`src/rtl/pipeline_hazard_ctrl_pkg.sv`:
```
`default_nettype none
// ============================================================================
//  Module   : pipeline_hazard_ctrl_pkg
//  Purpose  : Shared definitions for the pipeline sequencing controller:
//             controller state encoding, P3 operand-forward select codes,
//             ISA opcode field constants and the forward-select helper.
//  Ports    : none (package)
//  Revision : 1.0 - initial release
// ============================================================================
package pipeline_hazard_ctrl_pkg;

  typedef enum logic [1:0] {
    ST_IDLE   = 2'd0,
    ST_RUN    = 2'd1,
    ST_DRAIN  = 2'd2,
    ST_HALTED = 2'd3
  } state_e;

  // P3 ALU operand source selects
  localparam logic [1:0] FWD_REG = 2'd0;  // register file read in P2
  localparam logic [1:0] FWD_P4  = 2'd1;  // ALU result sitting in P4
  localparam logic [1:0] FWD_P5  = 2'd2;  // writeback value in P5

  // Opcode fields (op1 = IR[15:14], op3 = IR[3:0] for the system group)
  localparam logic [1:0] OP1_LD  = 2'b00;
  localparam logic [1:0] OP1_ST  = 2'b01;
  localparam logic [3:0] OP3_IN  = 4'b1100;
  localparam logic [3:0] OP3_OUT = 4'b1101;
  localparam logic [3:0] OP3_HLT = 4'b1111;

  // Forward select for one P3 source register. A load in P4 has no data
  // yet, so it never forwards; the younger P4 producer wins over P5.
  function automatic logic [1:0] fwd_sel(
    input logic [2:0] src,
    input logic       p4_valid,
    input logic       p4_wr_en,
    input logic       p4_is_load,
    input logic [2:0] p4_wr_addr,
    input logic       p5_valid,
    input logic       p5_wr_en,
    input logic [2:0] p5_wr_addr
  );
    if (p4_valid && p4_wr_en && !p4_is_load && (src == p4_wr_addr))
      return FWD_P4;
    else if (p5_valid && p5_wr_en && (src == p5_wr_addr))
      return FWD_P5;
    else
      return FWD_REG;
  endfunction

endpackage
`default_nettype wire

```
`src/rtl/pipeline_hazard_ctrl_hazard_fwd_unit.sv`:
```
`default_nettype none
// ============================================================================
//  Module   : hazard_fwd_unit
//  Purpose  : Combinational load-use stall detection and P3 operand forward
//             select generation.
//  Ports    : p3_* - P3 source usage/registers
//             p4_* - P4 destination/write/load info
//             p5_* - P5 destination/write info
//             stall        - load-use hazard between P3 and a load in P4
//             fwd_a, fwd_b - operand source selects for ALU inputs A/B
//  Revision : 1.0 - initial release
// ============================================================================
module hazard_fwd_unit
  import pipeline_hazard_ctrl_pkg::*;
(
  input  logic       p3_valid,
  input  logic       p3_use_a,
  input  logic       p3_use_b,
  input  logic [2:0] p3_ra,
  input  logic [2:0] p3_rb,
  input  logic       p4_valid,
  input  logic       p4_wr_en,
  input  logic [2:0] p4_wr_addr,
  input  logic       p4_is_load,
  input  logic       p5_valid,
  input  logic       p5_wr_en,
  input  logic [2:0] p5_wr_addr,
  output logic       stall,
  output logic [1:0] fwd_a,
  output logic [1:0] fwd_b
);

  logic hit_a;
  logic hit_b;

  always_comb begin
    // Only real reads of the loaded register stall; forwarding below
    // ignores use flags because an unused select is harmless.
    hit_a = p3_use_a && (p3_ra == p4_wr_addr);
    hit_b = p3_use_b && (p3_rb == p4_wr_addr);
    stall = p3_valid && p4_valid && p4_is_load && p4_wr_en && (hit_a || hit_b);
    fwd_a = fwd_sel(p3_ra, p4_valid, p4_wr_en, p4_is_load, p4_wr_addr,
                    p5_valid, p5_wr_en, p5_wr_addr);
    fwd_b = fwd_sel(p3_rb, p4_valid, p4_wr_en, p4_is_load, p4_wr_addr,
                    p5_valid, p5_wr_en, p5_wr_addr);
  end

endmodule
`default_nettype wire

```
`src/rtl/pipeline_hazard_ctrl.sv`:
```
`default_nettype none
// ============================================================================
//  Module   : pipeline_hazard_ctrl
//  Purpose  : Sequencing controller for the 5-stage pipeline. Owns run/halt
//             state and PC enable, stalls on load-use, selects P3 operand
//             forwarding, flushes P2/P3 on taken branch/HALT/pause and counts
//             retired instructions.
//  Ports    : clock, reset (sync, active-high); exec run/stop request level;
//             p3_*/p4_*/p5_* pipeline-register fields;
//             pc_en, pc_load, hold_p123, bubble_p4, flush_p2, flush_p3 stage
//             controls; fwd_a/fwd_b operand selects; running/halted status;
//             retired instruction count.
//  Revision : 1.0 - initial release
// ============================================================================
module pipeline_hazard_ctrl
  import pipeline_hazard_ctrl_pkg::*;
#(
  parameter int DRAIN_CYCLES = 2,
  parameter int CNT_W        = 16
) (
  input  logic             clock,
  input  logic             reset,
  input  logic             exec,
  input  logic             p3_valid,
  input  logic             p3_use_a,
  input  logic             p3_use_b,
  input  logic [2:0]       p3_ra,
  input  logic [2:0]       p3_rb,
  input  logic             p3_is_halt,
  input  logic             p3_br_taken,
  input  logic             p4_valid,
  input  logic             p4_wr_en,
  input  logic [2:0]       p4_wr_addr,
  input  logic             p4_is_load,
  input  logic             p5_valid,
  input  logic             p5_wr_en,
  input  logic [2:0]       p5_wr_addr,
  output logic             pc_en,
  output logic             pc_load,
  output logic             hold_p123,
  output logic             bubble_p4,
  output logic             flush_p2,
  output logic             flush_p3,
  output logic [1:0]       fwd_a,
  output logic [1:0]       fwd_b,
  output logic             running,
  output logic             halted,
  output logic [CNT_W-1:0] retired
);

  localparam int DW = (DRAIN_CYCLES > 1) ? $clog2(DRAIN_CYCLES) : 1;
  localparam logic [DW-1:0] DRAIN_LOAD = DW'(DRAIN_CYCLES - 1);

  state_e           state_q, state_d;
  logic [DW-1:0]    drain_cnt_q, drain_cnt_d;
  logic             exec_q, exec_d;
  logic [CNT_W-1:0] retired_q, retired_d;
  logic             exec_edge;
  logic             stall;

  hazard_fwd_unit u_hazard_fwd_unit (
    .p3_valid   (p3_valid),
    .p3_use_a   (p3_use_a),
    .p3_use_b   (p3_use_b),
    .p3_ra      (p3_ra),
    .p3_rb      (p3_rb),
    .p4_valid   (p4_valid),
    .p4_wr_en   (p4_wr_en),
    .p4_wr_addr (p4_wr_addr),
    .p4_is_load (p4_is_load),
    .p5_valid   (p5_valid),
    .p5_wr_en   (p5_wr_en),
    .p5_wr_addr (p5_wr_addr),
    .stall      (stall),
    .fwd_a      (fwd_a),
    .fwd_b      (fwd_b)
  );

  always_ff @(posedge clock) begin
    if (reset) begin
      state_q     <= ST_IDLE;
      drain_cnt_q <= '0;
      exec_q      <= 1'b0;
      retired_q   <= '0;
    end else begin
      state_q     <= state_d;
      drain_cnt_q <= drain_cnt_d;
      exec_q      <= exec_d;
      retired_q   <= retired_d;
    end
  end

  always_comb begin
    exec_d    = exec;
    exec_edge = exec && !exec_q;
    retired_d = retired_q + CNT_W'(p5_valid);

    state_d     = state_q;
    drain_cnt_d = drain_cnt_q;
    pc_en       = 1'b0;
    pc_load     = 1'b0;
    hold_p123   = 1'b0;
    bubble_p4   = 1'b0;
    flush_p2    = 1'b0;
    flush_p3    = 1'b0;

    case (state_q)
      ST_IDLE, ST_HALTED: begin
        // Pipeline kept empty while stopped; PC is untouched so a resume
        // after HALTED continues at the next fetch.
        flush_p2 = 1'b1;
        flush_p3 = 1'b1;
        if (exec_edge) state_d = ST_RUN;
      end

      ST_RUN: begin
        if (stall) begin
          // The stall owns this cycle; a branch in P3 is held and acts once
          // the load reaches P5. An exec edge landing here is not acted on.
          hold_p123 = 1'b1;
          bubble_p4 = 1'b1;
        end else if (p3_valid && p3_is_halt) begin
          flush_p2    = 1'b1;
          flush_p3    = 1'b1;
          drain_cnt_d = DRAIN_LOAD;
          state_d     = ST_DRAIN;
        end else if (p3_valid && p3_br_taken) begin
          pc_load  = 1'b1;
          flush_p2 = 1'b1;
          flush_p3 = 1'b1;
        end else if (exec_edge) begin
          // Pause: the flushed P2/P3 instructions are refetched on resume.
          flush_p2    = 1'b1;
          flush_p3    = 1'b1;
          drain_cnt_d = DRAIN_LOAD;
          state_d     = ST_DRAIN;
        end else begin
          pc_en = 1'b1;
        end
      end

      ST_DRAIN: begin
        // Let P4 and P5 retire; exec edges are deliberately ignored here.
        flush_p2 = 1'b1;
        flush_p3 = 1'b1;
        if (drain_cnt_q == '0) state_d = ST_HALTED;
        else                   drain_cnt_d = drain_cnt_q - 1'b1;
      end

      default: state_d = ST_IDLE;
    endcase
  end

  assign running = (state_q == ST_RUN);
  assign halted  = (state_q == ST_HALTED);
  assign retired = retired_q;

endmodule
`default_nettype wire

```
`config.mk`:
```
export PLATFORM = sky130hd
export DESIGN_NAME = pipeline_hazard_ctrl
export DESIGN_NICKNAME = d
export VERILOG_FILES = /design/src/rtl/pipeline_hazard_ctrl_pkg.sv /design/src/rtl/pipeline_hazard_ctrl_hazard_fwd_unit.sv /design/src/rtl/pipeline_hazard_ctrl.sv
export SDC_FILE = /design/constraint.sdc
export NUM_CORES = 1
export LEC_CHECK = 0
export ABC_AREA = 1
export ABC_CLOCK_PERIOD_IN_PS = 2500
export CELL_PAD_IN_SITES_DETAIL_PLACEMENT = 1
export CELL_PAD_IN_SITES_GLOBAL_PLACEMENT = 2
export CORE_MARGIN = 10
export CORE_UTILIZATION = 22
export DETAILED_ROUTE_END_ITERATION = 12
export PLACE_DENSITY = 0.82
export SLEW_MARGIN = 40
export SYNTH_ARGS = -nofsm -noshare
export SYNTH_HDL_FRONTEND = slang
export SYNTH_SLANG_ARGS = --single-unit
```
`constraint.sdc`:
```
create_clock -name clock -period 2.5 [get_ports clock]
set_input_delay 0.75 -clock clock [delete_from_list [all_inputs] [get_ports clock]]
set_output_delay 0.75 -clock clock [all_outputs]
set_load 0.01 [all_outputs]
```
Yosys cells after proc, flatten, opt, wreduce, memory -nomap -nowiden

Cells that the tools add are included.

Input port bits: 25
Word-level logic and storage cells: 76
Register bits after elaboration: 20

Mux-type cells: 33
Eq/ne operators: 12
Add/subtract/negate cells: 2
Reduce and logical (&&, ||, !) cells: 25

Operators with widths:

| cell                  | number |
|---|---|
| $mux W1               | 20 |
| $mux W2               | 10 |
| $add A16 B1 Y16       | 1 |
| $logic_and A1 B1 Y1   | 16 |
| $eq A3 B3 Y1          | 4 |
| $ne A2 B2 Y1 const B  | 3 |
| $pmux W2 S3           | 1 |
| $reduce_and A5 Y1     | 1 |
| $eq A2 B2 Y1 const B  | 2 |
| $pmux W1 S2           | 2 |
| $reduce_and A4 Y1     | 1 |
| $ne A3 B1 Y1 const B  | 1 |
| $ne A3 B3 Y1 const B  | 1 |
| $reduce_or A3 Y1      | 1 |
| $eq A2 B1 Y1 const B  | 1 |
| $logic_not A1 Y1      | 2 |
| $logic_not A2 Y1      | 1 |
| $reduce_bool A2 Y1    | 1 |
| $reduce_or A2 Y1      | 1 |
| $logic_or A1 B1 Y1    | 1 |
| $sub A1 B1 Y1 const B | 1 |

Depth between registers and ports, before layout

Gate-level depths: netlist of run 1.

Depth after elaboration: 7
Gate-level depth with buffers: 10

Hierarchy

Synthesis of run 1 repeated with hierarchy kept, for this count alone.

Cells, all modules: 215
Area total of the unflattened synthesis: 1328.8 µm²

By module, submodules not included:

| module               | times used | area each (µm²) | cells each |
|---|---|---|---|
| pipeline_hazard_ctrl | 1          | 1081.0          | 162 |
| hazard_fwd_unit      | 1          | 247.7           | 53 |

Worst setup path before layout of run 1

OpenSTA, ideal clock, no wires.

Path kind: input port to output port
From: in p4_wr_addr[0]
To: out hold_p123
Stages on the path: 6
Slack: 269 ps
Arrival time: 1481 ps
Cell sequence: xnor2_1 > nand4_1 > nand2_1 > nand3_1 > inv_1 > buf_4

Cells in the longest elaborated chain, start to end: 6

Ends and longest elaborated chain:

| item                                   | line                                                                                   | text |
|---|---|---|
| start: declaration                     | pipeline_hazard_ctrl.sv:33                                                             | `input logic [2:0] p4_wr_addr,` |
| $eq A3 B3 Y1 (on tied branches)        | pipeline_hazard_ctrl_hazard_fwd_unit.sv:39, pipeline_hazard_ctrl_hazard_fwd_unit.sv:40 |  |
| $logic_and A1 B1 Y1 (on tied branches) | pipeline_hazard_ctrl_hazard_fwd_unit.sv:39, pipeline_hazard_ctrl_hazard_fwd_unit.sv:40 |  |
| $logic_or A1 B1 Y1 (*)                 | pipeline_hazard_ctrl_hazard_fwd_unit.sv:41                                             | `stall = p3_valid && p4_valid && p4_is_load && p4_wr_en && (hit_a \|\| hit_b);` |
| $logic_and A1 B1 Y1 (*)                | pipeline_hazard_ctrl_hazard_fwd_unit.sv:41                                             |  |
| $mux W1 (*) (2 in a row)               | --                                                                                     |  |
| end: declaration                       | pipeline_hazard_ctrl.sv:40                                                             | `output logic hold_p123,` |

Mark *: on every way between the ends. The rest lies on a longest branch, timed or not.

Worst setup path in the final report of run 1

From: in p3_br_taken
To: out pc_load

Cells in the longest elaborated chain, start to end: 5

Ends and longest elaborated chain:

| item                | line                        | text |
|---|---|---|
| start: declaration  | pipeline_hazard_ctrl.sv:30  | `input logic p3_br_taken,` |
| $logic_and A1 B1 Y1 | pipeline_hazard_ctrl.sv:127 | `end else if (p3_valid && p3_br_taken) begin` |
| $mux W1             | pipeline_hazard_ctrl.sv:127 |  |
| $mux W1             | pipeline_hazard_ctrl.sv:122 | `end else if (p3_valid && p3_is_halt) begin` |
| $mux W1             | pipeline_hazard_ctrl.sv:117 | `if (stall) begin` |
| $mux W1             | pipeline_hazard_ctrl.sv:107 | `case (state_q)` |
| end: declaration    | pipeline_hazard_ctrl.sv:39  | `output logic pc_load,` |

Every way passes these cells.

==> impl_results.md, run 1 <==
- Status: finished, final reports clean
- Initial detailed-routing violation count: 22
- Mapped cell area: 1270 um^2
- Unrepaired setup endpoints after global routing: yes
- Layout cell share with drive strength beyond 1: 0.336
- Pin count of the biggest net entering global routing: 13
- Setup WS pre-CTS: -725 ps
- NetSw: 338 uW
- Synth Area in Compound Gates: 0.110
- Number of synthesized register bits: 20
- Core Region: 5540 um^2
- Routed len/inst: 12.6 um
- CTS Hold Buffers Added: 0
- Max Clock Skew: 7.80 ps
- Critical path's slowest cell: clkdlybuf4s50_1
- Syn Area/Cell: 6.88 um^2
- Synth area leader: dfxtp_1
- Routed vias/inst: 4.18
- Die area: 9190 um^2
- Final Power: 1080 uW
- Syn Inst Count: 184
- TritonCTS Sinks: 20
- Antenna violations before repair: 0
- Final slew viol count: 0
- Fill cells: 726
- FFs w/ async S/R, synth: 0
- PD cells: 519 nW/um^2
- DRC: 0
- GRT Residual Overflow: 0
- Prevailing post-synth register cell: dfxtp_1
- Post-synthesis mux area share: 0
- Commonest non-fill, non-tap cells in the layout: inv_1 (26), nand2_1 (24), clkdlybuf4s50_1 (21)
- Rel. slew slack: 0.813
- Core Rows: 27
- Worst Path Max Fanout: 2
- Internal power: 740 uW
- # IOs: 53
- Combinational power share: 0.357
- Die height: 95.9 um
- Post-synthesis sequential area ratio: 0.316
- Maximum clock rate: 409 MHz
- Fin. Hold Viols: 0
- Commonest non-fill, non-tap cell in the layout: inv_1
- CTS tree: done
- Register area: 400 um^2
- Total GRT Usage: 0.0921
- Detailed placer's ending HPWL: 3400 um
- Post-synthesis xor/xnor area fraction: 0.0484
- ANT nets after route: 0
- Area delta synth->final: 63.9%
- PortBufs: 52
- Via count: 1,372
- Crit share post-route: 0.978
- VDD IR-drop max: 0.000235 V
- Worst Setup Start Kind: primary input
- Yosys top cell area share: 0.316
- 1st-pass router iterations: 4
- Measured slew at the worst slew-check pin: 280 ps
- CP peak stage delay: 460 ps
- CP required: 1750 ps
- CP Capture Type: output pin
- P_leak: 0.000951 uW
- Min Clock Period, post-route: 2440 ps
- Clock Latency Late Sink: 260 ps
- Hold Crit Class: flop to flop
- Fin nets: 288
- Clk root buf: clkbuf_8
- Clk slew on worst S/H paths: 80 ps
- Area contributors post-synth: dfxtp_1 (32%), nand2_1 (10%), inv_1 (9.2%)
- Top delay family on crit path: buffers and inverters
- Area taken by multi-input logic gates: 820 um^2
- Final worst slack: 55.5 ps
- Post-synthesis simple-gate area fraction: 0.351
- Seq pwr share: 0.342
- Post-synth EDFFs: 0
- Switching Share: 0.314
- Max-cap check violation count: 0
- Clock power share: 0.301
- GPL Wtd Cong: 0.763
- Final WL: 4130 um
- Crit path buf inv count: 3
- Worst-path cell chain: clkdlybuf4s50_1 -> nand2_1 -> inv_2 -> nand3_2 -> a21oi_2 -> buf_2
- Wire length of the first global-routing pass: 6810 um
- Largest buffer count on any clock path: 2
- Vias in the first global route: 1,408
- Synth unique cells: 31
- Worst EP arrival: 1690 ps
- Combinational family with the most area after synthesis: simple AND/OR/NAND/NOR gates
- H-tree lvl count: 1
- Yosys warns: 0
- Reg2Reg Setup Slack: 830 ps
- Post-synthesis adder-cell area fraction: 0.0593
- CTS Buf Count: 3
- Kind of critical path: primary input to output pin
- Final setup fails: 0
- Synthesized net count: 215
- Initial Utilization: 0.229
- Horiz. Die Dim: 95.9 um
- ANT cells: 0
timing repair:
item / CTS / global route
gates cloned: 0 / 0
pin swaps: 16 / 10
setup buffers: 1 / 0
hold endpoints to repair: 0 / 0
setup endpoints to repair: 10 / 10
resized for setup: 90 / 24
worst paths after layout:
check | to | cells after the start | start
min | retired[15] | 2 | retired[15]
max reg2reg | retired[12] | 9 | retired[0]
min reg2reg | retired[15] | 2 | retired[15]
max | pc_load | 6 | p3_br_taken
routing by layer:
| layer | vias up | track usage | routed length [um] |
|---|---|---|---|
| li1 | 726 | - | - |
| met1 | 620 | 0.107 | 1790 |
| met2 | 24 | 0.163 | 2060 |
| met3 | 2 | 0.0272 | 246 |
| met4 | 0 | 0.0221 | 25 |
| met5 | - | 0 | 0 |
worst min-delay path, stage by stage (launching register included):
cell	delay [ps]
dfxtp_1	360
a31oi_1	50
nor2_1	70
power groups by stage:
| stage | clock network [uW] | registers [uW] | logic, uW |
|---|---|---|---|
| 4_1_cts | 335 | 370 | 384 |
| 2_1_floorplan | 0 | 374 | 219 |
| 3_5_place_dp | 0 | 378 | 388 |
| 6_report | 324 | 369 | 385 |
| 3_3_place_gp | 0 | 377 | 386 |
| 5_1_grt | 351 | 376 | 442 |
logic make-up (layout without fill, tap and decap cells):
| family | after synthesis | after routing |
|---|---|---|
| fa+ha+maj | 6 | 6 |
| xor+xnor | 7 | 7 |
| compound gates | 25 | 25 |
| flops | 20 | 20 |
| simple gates | 89 | 89 |
| buf+inv | 37 | 109 |
cell usage after synthesis (4+ instances only):
cell type	count
a21oi_1	14
nand4_1	4
inv_1	31
nand3_1	10
nand2_1	34
nor2_1	20
ha_1	6
xnor2_1	4
o21ai_0	4
dfxtp_1	20
nor3_1	6
flip-flops by register name (all words and copies together), names as in the netlist:
signal       cells
retired         16
state_q          2
exec_q           1
drain_cnt_q      1
through the flow:
step                      instance area (um^2)  cells  utilization  hold slack (ps)  TNS, ps
after detailed placement                  1990    323        0.360              500    -7020
after global routing                      2080    328        0.375              564    -3.08
after global placement                    1990    323        0.360              481    -6730
after floorplan                           1270    184            -              474        0
after CTS                                 2090    328        0.377              523    -2.31
final                                     2080    328        0.375              511        0
cell type report:
cell class              instances  area share
well taps                      72      0.0434
multi-input cells             127       0.395
clock inverters                 1      0.0145
flip-flops and latches         20       0.193
clock buffers                   3      0.0199
repair buffers                 71       0.273
inverters                      34      0.0615
(Power assumes the default switching activity.)
==> run 2: changes to the inputs <==
==> constraint.sdc (replaced) <==
create_clock -name clock -period 2.5 [get_ports clock]
set_input_delay 0.75 -clock clock [delete_from_list [all_inputs] [get_ports clock]]
set_output_delay 0.75 -clock clock [all_outputs]
set_load 0.1 [all_outputs]
==> impl_results.md, run 2 (synthesis gave the netlist of run 1 again) <==
- Die height: 95.9 um
- Clk root buf: clkbuf_8
- Total GRT Usage: 0.0938
- Clock Latency Late Sink: 260 ps
- Worst Setup Start Kind: primary input
- Clk slew on worst S/H paths: 70 ps
- Detailed placer's ending HPWL: 3520 um
- Die area: 9190 um^2
- Hold Path Sink: retired[15]
- ANT nets after route: 0
- Initial Utilization: 0.229
- Status: finished, violations left
- Worst Path Max Fanout: 3
- Max reg flops: 16
- Unrepaired setup endpoints after global routing: yes
- Final setup fails: 1
- GRT Residual Overflow: 0
- Commonest non-fill, non-tap cell in the layout: buf_4
- Critical path's slowest cell: nor4_4
- P_leak: 0.00111 uW
- Worst-path cell chain: buf_8 -> buf_4 -> xor2_2 -> nor4_4 -> o21ai_1 -> inv_2 -> buf_12
- Placed Instance Area: 2200 um^2
- Vias in the first global route: 1,570
- CTS tree: done
- Path depth of the worst reg2reg path: 9
- 1st-pass router iterations: 2
- Fin nets: 297
- Kind of critical path: primary input to output pin
- Measured slew at the worst slew-check pin: 311 ps
- Largest buffer count on any clock path: 2
- ANT cells: 0
- Final WL: 4310 um
- DRC: 0
- Pin count of the biggest net entering global routing: 13
- VDD IR-drop max: 0.000440 V
- Layout cell share with drive strength beyond 1: 0.504
- Final instance area: 2480 um^2
- Horiz. Die Dim: 95.9 um
- Worst hold margin: 522 ps
- Hold Crit Class: flop to flop
- Setup WS pre-CTS: -504 ps
- CTS Buf Count: 3
- R2r startpoint: retired[0]
- Maximum clock rate: 396 MHz
- Min Clock Period, post-route: 2520 ps
- # IOs: 53
- GPL Wtd Cong: 0.702
- Crit share post-route: 1.01
- Reg2Reg Setup Slack: 850 ps
- Area delta synth->final: 95.8%
- PD cells: 557 nW/um^2
- CP peak stage delay: 240 ps
- Violated checks: negative setup slack
- CP required: 1750 ps
- Antenna violations before repair: 0
- Max-cap check violation count: 0
- FF-to-FF End: retired[12]
- Worst EP arrival: 1770 ps
- Routed vias/inst: 4.33
- CP Capture Type: output pin
- Via count: 1,455
- Commonest non-fill, non-tap cells in the layout: buf_4 (42), inv_1 (20), dfxtp_1 (20)
- Wire length of the first global-routing pass: 7110 um
- Routed len/inst: 12.8 um
- Rel. slew slack: 0.793
- H-tree lvl count: 1
- Final slew viol count: 0
- Hold path depth: 2
- TritonCTS Sinks: 20
- CTS Hold Buffers Added: 0
- Core Region: 5540 um^2
- Fin. Hold Viols: 0
- Final worst slack: -23.2 ps
- Initial detailed-routing violation count: 30
- PortBufs: 52
- Beginning of the worst hold path: retired[15]
- Core Rows: 27
- Max Clock Skew: 1.85 ps
==> run 2: cell types whose count changed in the layout (fill, tap and decap cells not counted), sizes merged <==
cell and change:
buf +34, bufinv -1, clkbuf -3, clkdlybuf4s15 -1, clkdlybuf4s50 -20, clkinvlp +1, dlygate4sd2 -2, dlymetal6s2s +1
inv -1
==> run 2: how the worst max path moves through the flow <==
stage / start / end / slack [ps] / cells past startpoint
after floorplan: p3_ra[1] / pc_en / -200 / 7
after global placement: p3_ra[1] / flush_p3 / -470 / 10
after detailed placement: p3_ra[2] / flush_p3 / -500 / 9
after CTS: p3_ra[1] / pc_en / -80 / 9
after global routing: p5_valid / fwd_b[1] / -70 / 6
final: p3_rb[2] / fwd_b[1] / -20 / 7
==> run 2: through the flow <==
| step | power [uW] | TNS (ps) | cells | util |
|---|---|---|---|---|
| after floorplan | 866 | -580 | 184 | - |
| after global placement | 1100 | -4770 | 326 | 0.396 |
| after detailed placement | 1120 | -5070 | 326 | 0.396 |
| after CTS | 1360 | -200 | 334 | 0.423 |
| after global routing | 1470 | -244 | 336 | 0.448 |
| final | 1380 | -23.2 | 336 | 0.448 |
==> run 2: where the power goes <==
part / internal [uW] / switching, uW / total, uW / leakage (uW)
sequential: 348 / 28.8 / 377 / 0.000162
combinational: 315 / 481 / 795 / 0.000930
clock: 107 / 103 / 210 / 0.0000216
==> run 2: critical path, delay by kind of cell <==
family / cells / cell delay (ps)
buffers and inverters: 4 / 490
AND/OR/NAND/NOR: 1 / 240
AO/OA/AOI/OAI: 1 / 140
XOR/XNOR: 1 / 150
==> run 2: layout make-up <==
| cell class | instances | area, um^2 |
|---|---|---|
| Clock buffer | 3 | 41.3 |
| Fill cell | 659 | 3060 |
| Inverter | 34 | 159 |
| Multi-Input combinational cell | 127 | 957 |
| Sequential cell | 20 | 400 |
| Tap cell | 72 | 90.1 |
| Timing Repair Buffer | 80 | 832 |
==> run 2: repair_timing <==
action                                  4_1_cts  5_1_grt
setup buffers                                 5        3
resized for setup                            83       42
endpoints found under the setup margin       10        9
pin swaps                                    17       20
==> run 2: per-layer routing <==
layer	track usage	vias to the layer above	wire length, um
met5	0	-	0
met4	0.0221	0	63
met3	0.0163	6	119
met2	0.182	22	2410
met1	0.102	679	1710
li1	-	748	-
